`config.mk`:
```
export PLATFORM = sky130hd
export DESIGN_NAME = csi_raw10_packer_flat
export DESIGN_NICKNAME = d
export VERILOG_FILES = /design/src/rtl/csi_raw10_pkg.sv /design/src/rtl/csi_raw10_packer_if.sv /design/src/rtl/csi_crc16_4b.sv /design/src/rtl/csi_raw10_packer.sv /design/src/flat_wrapper.sv
export SDC_FILE = /design/constraint.sdc
export NUM_CORES = 1
export LEC_CHECK = 0
export ABC_CLOCK_PERIOD_IN_PS = 3400
export BUFFER_PORTS_ARGS = -buffer_cell sky130_fd_sc_hd__buf_2
export CAP_MARGIN = 20
export CORE_ASPECT_RATIO = 1.1
export CORE_UTILIZATION = 60
export DETAILED_ROUTE_END_ITERATION = 16
export GPL_TIMING_DRIVEN = 1
export PLACE_DENSITY = 0.94
export SETUP_SLACK_MARGIN = 0.4
export SYNTH_ARGS = -nofsm -noshare
export SYNTH_HDL_FRONTEND = slang
export SYNTH_SLANG_ARGS = --single-unit
```
`constraint.sdc`:
```
create_clock -name wb_clk_i -period 3.4 [get_ports wb_clk_i]
set_input_delay 0.17 -clock wb_clk_i [delete_from_list [all_inputs] [get_ports wb_clk_i]]
set_output_delay 0.17 -clock wb_clk_i [all_outputs]
set_load 0.01 [all_outputs]
```
`src/rtl/csi_raw10_pkg.sv`:
```
// csi_raw10_pkg -- shared constants and helpers for the CSI-2 RAW10 packer.
//
// Contents:
//   - Pixel/group/buffer geometry (PIX_W, PIX_PER_GROUP, BYTES_PER_GROUP, BUF_BYTES).
//   - CSI-2 payload CRC-16 constants (reflected poly 0x8408, init 0xFFFF).
//   - pack_group : 4 x 10-bit pixels -> 5 RAW10 bytes, byte 0 in bits [7:0].
//   - crc16_byte : one byte of the reflected CRC-16, LSB first.
package csi_raw10_pkg;

  localparam int PIX_W           = 10;
  localparam int PIX_PER_GROUP   = 4;
  localparam int BYTES_PER_GROUP = 5;
  localparam int BUF_BYTES       = 8;

  localparam logic [15:0] CRC16_POLY_REFL = 16'h8408;
  localparam logic [15:0] CRC16_INIT      = 16'hFFFF;

  typedef logic [7:0] byte_t;

  // Input pixel i sits at the top of the group word (P0 = [39:30]). The first
  // four bytes carry the 8 MSBs of each pixel; the fifth collects the 2 LSBs,
  // with P0 in the lowest pair.
  function automatic logic [8*BYTES_PER_GROUP-1:0] pack_group(
    input logic [PIX_W*PIX_PER_GROUP-1:0] pix
  );
    logic [8*BYTES_PER_GROUP-1:0] packed_bytes;
    logic [7:0]                   lsb_byte;
    packed_bytes = '0;
    lsb_byte     = '0;
    for (int i = 0; i < PIX_PER_GROUP; i++) begin
      packed_bytes[8*i +: 8] = pix[(PIX_PER_GROUP-1-i)*PIX_W + 2 +: 8];
      lsb_byte[2*i +: 2]     = pix[(PIX_PER_GROUP-1-i)*PIX_W +: 2];
    end
    packed_bytes[8*PIX_PER_GROUP +: 8] = lsb_byte;
    return packed_bytes;
  endfunction

  function automatic logic [15:0] crc16_byte(input logic [15:0] crc_in, input byte_t data);
    logic [15:0] crc;
    crc = crc_in;
    for (int i = 0; i < 8; i++) begin
      if (crc[0] ^ data[i]) begin
        crc = (crc >> 1) ^ CRC16_POLY_REFL;
      end else begin
        crc = crc >> 1;
      end
    end
    return crc;
  endfunction

endpackage

```
`src/rtl/csi_raw10_packer_if.sv`:
```
// csi_raw10_packer_if -- pixel-group input stream and packed-word output stream.
//
// Signals:
//   pix_valid_i / pix_ready_o / pix_i[39:0] / pix_last_i : pixel group handshake
//   out_valid_o / out_ready_i / out_data_o[31:0] / out_keep_o[3:0] / out_last_o
//   line_bytes_o[LINE_BYTES_W-1:0]                     : byte count with last word
//   crc_o[15:0]                                        : only with CSI_RAW10_PACKER_CRC_EN
// Modports:
//   slave  : the packer side
//   master : the pixel source / word sink side
interface csi_raw10_packer_if #(
  parameter int LINE_BYTES_W = 16
);
  logic                    pix_valid_i;
  logic                    pix_ready_o;
  logic [39:0]             pix_i;
  logic                    pix_last_i;
  logic                    out_valid_o;
  logic                    out_ready_i;
  logic [31:0]             out_data_o;
  logic [3:0]              out_keep_o;
  logic                    out_last_o;
  logic [LINE_BYTES_W-1:0] line_bytes_o;
`ifdef CSI_RAW10_PACKER_CRC_EN
  logic [15:0]             crc_o;
`endif

  modport slave (
    input  pix_valid_i, pix_i, pix_last_i, out_ready_i,
    output pix_ready_o, out_valid_o, out_data_o, out_keep_o, out_last_o,
`ifdef CSI_RAW10_PACKER_CRC_EN
    output crc_o,
`endif
    output line_bytes_o
  );

  modport master (
    output pix_valid_i, pix_i, pix_last_i, out_ready_i,
    input  pix_ready_o, out_valid_o, out_data_o, out_keep_o, out_last_o,
`ifdef CSI_RAW10_PACKER_CRC_EN
    input  crc_o,
`endif
    input  line_bytes_o
  );

endinterface

```
`src/rtl/csi_crc16_4b.sv`:
```
// csi_crc16_4b -- combinational CSI-2 CRC-16 update over up to 4 bytes.
//
// Ports:
//   crc_i[15:0]  : running CRC before this word
//   data_i[31:0] : word, byte 0 in [7:0] is processed first
//   keep_i[3:0]  : byte enables; disabled bytes leave the CRC untouched
//   crc_o[15:0]  : CRC after the enabled bytes
module csi_crc16_4b
  import csi_raw10_pkg::*;
(
  input  logic [15:0] crc_i,
  input  logic [31:0] data_i,
  input  logic [3:0]  keep_i,
  output logic [15:0] crc_o
);

  logic [15:0] stage [0:4];

  assign stage[0] = crc_i;

  generate
    for (genvar gi = 0; gi < 4; gi++) begin : g_byte
      assign stage[gi+1] = keep_i[gi] ? crc16_byte(stage[gi], data_i[8*gi +: 8]) : stage[gi];
    end
  endgenerate

  assign crc_o = stage[4];

endmodule

```
`src/rtl/csi_raw10_packer.sv`:
```
// csi_raw10_packer -- packs 4 x 10-bit pixel groups into the CSI-2 RAW10 byte
// stream, emitted as 32-bit words (lane 0 in [7:0]).
//
// Ports:
//   wb_clk_i : clock
//   wb_rst_i : synchronous active-high reset; drops any buffered bytes
//   bus      : csi_raw10_packer_if.slave (pixel input + packed word output)
// Parameters:
//   LINE_BYTES_W : width of the per-line payload byte counter
// Build option:
//   CSI_RAW10_PACKER_CRC_EN : adds crc_o, the CSI-2 payload CRC-16 of the line,
//                             presented alongside out_last_o.
//
// The 8-byte buffer keeps every byte above its occupancy at zero, so the low
// word can be presented directly: a partial final word gets zero fill for free.
module csi_raw10_packer
  import csi_raw10_pkg::*;
#(
  parameter int LINE_BYTES_W = 16
) (
  input  logic              wb_clk_i,
  input  logic              wb_rst_i,
  csi_raw10_packer_if.slave bus
);

  localparam int         BUF_W        = 8 * BUF_BYTES;
  localparam int         GROUP_W      = 8 * BYTES_PER_GROUP;
  localparam logic [3:0] WORD_BYTES_N = 4'd4;

  logic [BUF_W-1:0]        buf_reg, buf_next, base_buf;
  logic [3:0]              cnt_reg, cnt_next, base_cnt;
  logic                    flush_reg, flush_next;
  logic [LINE_BYTES_W-1:0] line_cnt_reg, line_cnt_next;

  logic                    out_valid, out_last, fire, pix_ready, accept;
  logic [3:0]              out_keep;
  logic [31:0]             out_data;
  logic [GROUP_W-1:0]      group_bytes;

  assign out_valid = (cnt_reg >= WORD_BYTES_N) || (flush_reg && (cnt_reg != 4'd0));
  // During flush no new bytes arrive, so the word holding the last <=4 bytes ends the line.
  assign out_last  = out_valid && flush_reg && (cnt_reg <= WORD_BYTES_N);
  assign fire      = out_valid && bus.out_ready_i;
  // With a word leaving this cycle, up to 7 bytes still leave room for 5 more.
  assign pix_ready = !wb_rst_i && !flush_reg &&
                     ((cnt_reg <= 4'd3) || ((cnt_reg <= 4'd7) && fire));
  assign accept    = bus.pix_valid_i && pix_ready;

  assign group_bytes = pack_group(bus.pix_i);

  generate
    for (genvar gi = 0; gi < 4; gi++) begin : g_keep
      assign out_keep[gi] = out_valid && (cnt_reg > 4'(gi));
    end
  endgenerate

  assign out_data = out_valid ? buf_reg[31:0] : '0;

  always_comb begin
    base_buf      = buf_reg;
    base_cnt      = cnt_reg;
    flush_next    = flush_reg;
    line_cnt_next = line_cnt_reg;

    if (fire) begin
      base_buf = buf_reg >> 32;
      base_cnt = (cnt_reg >= WORD_BYTES_N) ? (cnt_reg - WORD_BYTES_N) : 4'd0;
    end

    buf_next = base_buf;
    cnt_next = base_cnt;
    if (accept) begin
      // base_cnt <= 3 whenever a group is accepted, so the append always fits.
      buf_next = base_buf | ({{(BUF_W-GROUP_W){1'b0}}, group_bytes} << {base_cnt, 3'b000});
      cnt_next = base_cnt + 4'(BYTES_PER_GROUP);
    end

    if (accept && bus.pix_last_i) begin
      flush_next = 1'b1;
    end else if (fire && out_last) begin
      flush_next = 1'b0;
    end

    if (accept) begin
      line_cnt_next = line_cnt_reg + LINE_BYTES_W'(BYTES_PER_GROUP);
    end else if (fire && out_last) begin
      line_cnt_next = '0;
    end
  end

  always_ff @(posedge wb_clk_i) begin
    if (wb_rst_i) begin
      buf_reg      <= '0;
      cnt_reg      <= '0;
      flush_reg    <= 1'b0;
      line_cnt_reg <= '0;
    end else begin
      buf_reg      <= buf_next;
      cnt_reg      <= cnt_next;
      flush_reg    <= flush_next;
      line_cnt_reg <= line_cnt_next;
    end
  end

  assign bus.pix_ready_o  = pix_ready;
  assign bus.out_valid_o  = out_valid;
  assign bus.out_data_o   = out_data;
  assign bus.out_keep_o   = out_keep;
  assign bus.out_last_o   = out_last;
  assign bus.line_bytes_o = out_last ? line_cnt_reg : '0;

`ifdef CSI_RAW10_PACKER_CRC_EN
  logic [15:0] crc_reg;
  logic [15:0] crc_word;

  csi_crc16_4b u_crc (
    .crc_i  (crc_reg),
    .data_i (out_data),
    .keep_i (out_keep),
    .crc_o  (crc_word)
  );

  // crc_reg holds the CRC of words already fired in this line; the last
  // word's bytes are folded in combinationally so crc_o covers the full line.
  always_ff @(posedge wb_clk_i) begin
    if (wb_rst_i) begin
      crc_reg <= CRC16_INIT;
    end else if (fire) begin
      crc_reg <= out_last ? CRC16_INIT : crc_word;
    end
  end

  assign bus.crc_o = out_last ? crc_word : '0;
`endif

endmodule

```
`src/flat_wrapper.sv`:
```
// flat-port wrapper written by rule: the top's interface ports become plain ports
module csi_raw10_packer_flat import csi_raw10_pkg::*;
#(
  parameter int LINE_BYTES_W = 16
)
  (wb_clk_i, wb_rst_i, bus_pix_valid_i, bus_pix_i, bus_pix_last_i, bus_out_ready_i, bus_pix_ready_o, bus_out_valid_o, bus_out_data_o, bus_out_keep_o, bus_out_last_o, bus_line_bytes_o);
  csi_raw10_packer_if #(.LINE_BYTES_W(LINE_BYTES_W)) bus_i ();
  input  logic wb_clk_i;
  input  logic wb_rst_i;
  input wire logic [$bits(bus_i.pix_valid_i)-1:0] bus_pix_valid_i;
  input wire logic [$bits(bus_i.pix_i)-1:0] bus_pix_i;
  input wire logic [$bits(bus_i.pix_last_i)-1:0] bus_pix_last_i;
  input wire logic [$bits(bus_i.out_ready_i)-1:0] bus_out_ready_i;
  output wire logic [$bits(bus_i.pix_ready_o)-1:0] bus_pix_ready_o;
  output wire logic [$bits(bus_i.out_valid_o)-1:0] bus_out_valid_o;
  output wire logic [$bits(bus_i.out_data_o)-1:0] bus_out_data_o;
  output wire logic [$bits(bus_i.out_keep_o)-1:0] bus_out_keep_o;
  output wire logic [$bits(bus_i.out_last_o)-1:0] bus_out_last_o;
  output wire logic [$bits(bus_i.line_bytes_o)-1:0] bus_line_bytes_o;
  assign bus_i.pix_valid_i = bus_pix_valid_i;
  assign bus_i.pix_i = bus_pix_i;
  assign bus_i.pix_last_i = bus_pix_last_i;
  assign bus_i.out_ready_i = bus_out_ready_i;
  assign bus_pix_ready_o = bus_i.pix_ready_o;
  assign bus_out_valid_o = bus_i.out_valid_o;
  assign bus_out_data_o = bus_i.out_data_o;
  assign bus_out_keep_o = bus_i.out_keep_o;
  assign bus_out_last_o = bus_i.out_last_o;
  assign bus_line_bytes_o = bus_i.line_bytes_o;
  csi_raw10_packer #(.LINE_BYTES_W(LINE_BYTES_W)) u_core (.wb_clk_i(wb_clk_i), .wb_rst_i(wb_rst_i), .bus(bus_i));
endmodule
```
==> flow_metrics.env <==
export IMPL_status="finished clean"
export IMPL_post_route_period_util_pct=82.0
export IMPL_cts_hold_buf=0
export IMPL_avgSynthCellArea_sq_um=8.91
export IMPL_synthTopCellsByArea="dfxtp_1 (34%), mux2i_1 (11%), and2_1 (6.3%)"
export IMPL_syn_inst=558
export IMPL_fill_cells=657
export IMPL_wl_per_cell_microns=20.5
export IMPL_setup_viol=0
export IMPL_hp_start="bus_pix_last_i"
export IMPL_fmax_mhz=359
export IMPL_yosysTopAreaCell="dfxtp_1"
export IMPL_cts_setup_buffers=0
export IMPL_synthArstFlopShare_pct=0
export IMPL_die_w_microns=88.8
export IMPL_initial_core_util_pct=62.5
export IMPL_required_ns=3.23
export IMPL_tightest_slew_ns=0.926
export IMPL_area_delta_synth_final_pct=14.0
export IMPL_finalCriticalPeriod_ns=2.79
export IMPL_clk_latency_ns=0.36
export IMPL_syn_area_sq_mm=0.00497
export IMPL_io_buffers=99
export IMPL_r2r_start="u_core.flush_reg"
export IMPL_p_leak_nw=2.59
export IMPL_synth_top_cell_area_share_pct=34.2
export IMPL_synth_nets=604
export IMPL_clockBufferDepth=2
export IMPL_slew_violations=0
export IMPL_tns_ns=0
export IMPL_die_area_sq_mm=0.00866
export IMPL_register_area_sq_mm=0.00170
export IMPL_hp_class="primary input to flip-flop"
export IMPL_fin_nets=675
export IMPL_grt_pass1_vias=4745
export IMPL_crit_slowest_cell="nor2_1"
export IMPL_path_class="flip-flop to output pin"
export IMPL_crit_arrival_ns=2.62
export IMPL_synth_edf_count=0
export IMPL_slew_limit_headroom_pct=37.6
export IMPL_ys_seq_area_share_pct=34.2
export IMPL_largest_reg_flops=64
export IMPL_ff2ff_path_depth=5
export IMPL_drc=0
export IMPL_p_total_w=0.00236
export IMPL_skew_ns=0.0135
export IMPL_drive_gt1_share_pct=28.4
export IMPL_crit_top_cell="buf_4"
export IMPL_grt_use_total_pct=36.3
export IMPL_postRouteAntennaNets=0
export IMPL_crit_fanout=37
export IMPL_rsz0062_at_grt="no"
export IMPL_ys_seq_elements=85
export IMPL_cts_htree_levels=3
export IMPL_maxCapViolCount=0
export IMPL_power_density_mw_per_mm2=416
export IMPL_startpoint="u_core.cnt_reg[1]"
export IMPL_critical_path_cell_chain="buf_4, nor2_1, o21ai_2, buf_4, and2_1, buf_2"
export IMPL_ir_drop_uv=216
export IMPL_num_antenna_cells=0
export IMPL_grt_pass1_wl_mm=24.0
export IMPL_endpoint_kind="output pin"
export IMPL_grt_overflow_total=0
export IMPL_clockRootBuffer="clkbuf_8"
export IMPL_multi_input_area_sq_mm=0.00301
export IMPL_grt_start_max_net_pins=49
export IMPL_die_height_microns=97.5
export IMPL_cts_buffers_inserted=9
export IMPL_place_congestion=0.966
export IMPL_vias=5037
export IMPL_first_pass_iters=6
export IMPL_via_per_inst=6.79
export IMPL_core_sq_mm=0.00796
export IMPL_io_pins=100
export IMPL_wirelength_mm=15.2
export IMPL_hold_path_depth=3
export IMPL_report_final_hold_viol_count=0
export IMPL_drt_initial_drc_count=459
export IMPL_ctsResizeCount=0
export IMPL_synth_ff_type="dfxtp_1"
export IMPL_yosysUniqueCellTypes=61
export IMPL_start_kind="flip-flop"
export IMPL_slowest_delay_ns=0.69
export IMPL_yosys_warnings=0
export IMPL_antenna_found_initial=0
export IMPL_rows=34
export IMPL_clk_transition_reported_paths_ns=0.10
export IMPL_cts_sinks=85
export IMPL_cts_tree="yes"
export IMPL_dp_hpwl_mm=10.3
[layer usage]
layer,part of all wire (%),wire (microns),up-vias,global-route usage [%]
li1,-,-,2241,-
met1,36,5520,2325,44.5
met2,47,7230,374,57.0
met3,9.8,1490,97,5.95
met4,6.6,1000,0,24.8
met5,0,0,-,0
[kinds of logic after synthesis]
group | count (synthesis) | synth area share, %
simple gates | 177 | 21.0
xor+xnor | 3 | 0.529
mux | 77 | 16.1
flops | 85 | 34.2
compound gates | 158 | 22.0
fa+ha+maj | 1 | 0.252
buf+inv | 57 | 5.91
[stage by stage]
stage	cell area (sq um)	setup slack (ns)	cells	util, %	hold slack [ns]
6_report	5670	0.612	742	71.2	0.0554
5_1_grt	5670	0.492	742	71.2	0.0844
4_1_cts	5670	0.682	742	71.2	0.0535
3_5_place_dp	5460	0.946	726	68.6	0.420
3_3_place_gp	5460	1.10	726	68.6	0.427
2_1_floorplan	4970	1.52	558	-	0.296
[placed cells by master, fill, tap and decap left out, types with 4 or more instances in the layout]
| cell type | count |
|---|---|
| a31o_2 | 8 |
| mux2_2 | 24 |
| a22o_1 | 15 |
| and3_1 | 8 |
| a21oi_1 | 24 |
| buf_4 | 14 |
| and2_1 | 50 |
| dfxtp_1 | 84 |
| clkbuf_8 | 10 |
| mux2i_1 | 53 |
| nand4_1 | 9 |
| nor4_1 | 4 |
| a221o_1 | 8 |
| o21ai_0 | 29 |
| o22ai_1 | 24 |
| a31oi_1 | 5 |
| inv_1 | 4 |
| nand3_1 | 35 |
| nor3b_1 | 9 |
| nor2_1 | 9 |
| nand2_1 | 29 |
| a221oi_1 | 9 |
| buf_2 | 99 |
| a211oi_1 | 12 |
[report_power, final]
| group | switching [W] | internal (W) | total [W] |
|---|---|---|---|
| sequential | 0.0000436 | 0.00106 | 0.00111 |
| clock | 0.000397 | 0.000367 | 0.000763 |
| combinational | 0.000286 | 0.000203 | 0.000489 |
[cell type report]
cell class / count / area share, %
clock buffers: 10 / 2.43
clock inverters: 6 / 1.21
inverters: 4 / 0.265
multi-input cells: 416 / 53.1
flip-flops and latches: 85 / 30.1
well taps: 108 / 2.38
repair buffers: 113 / 10.6
[worst paths after layout]
| path | end | slack, ns |
|---|---|---|
| setup / recovery | bus_out_data_o[16] | 0.61 |
| setup reg to reg | u_core.buf_reg[17] | 0.87 |
| hold reg to reg | u_core.buf_reg[55] | 0.46 |
| hold / removal | u_core.flush_reg | 0.06 |
[critical path: cells and delay by family (launching register included)]
kind | cells | cell delay (ns)
AO/OA/AOI/OAI | 1 | 0.37
buffers and inverters | 3 | 0.68
flip-flops | 1 | 0.33
AND/OR/NAND/NOR | 2 | 0.87
[synth_stat cells, types with 9 or more instances]
| library cell | number |
|---|---|
| dfxtp_1 | 85 |
| mux2i_1 | 53 |
| and2_1 | 50 |
| nand3_1 | 35 |
| clkbuf_1 | 31 |
| o21ai_0 | 30 |
| nand2_1 | 29 |
| a21oi_1 | 24 |
| mux2_2 | 24 |
| o22ai_1 | 24 |
| a22o_1 | 15 |
| a211oi_1 | 13 |
| buf_2 | 13 |
| a221oi_1 | 9 |
| nand4_1 | 9 |
| nor2_1 | 9 |
| nor3b_1 | 9 |
Note: power is estimated with default switching activity, not from simulation.
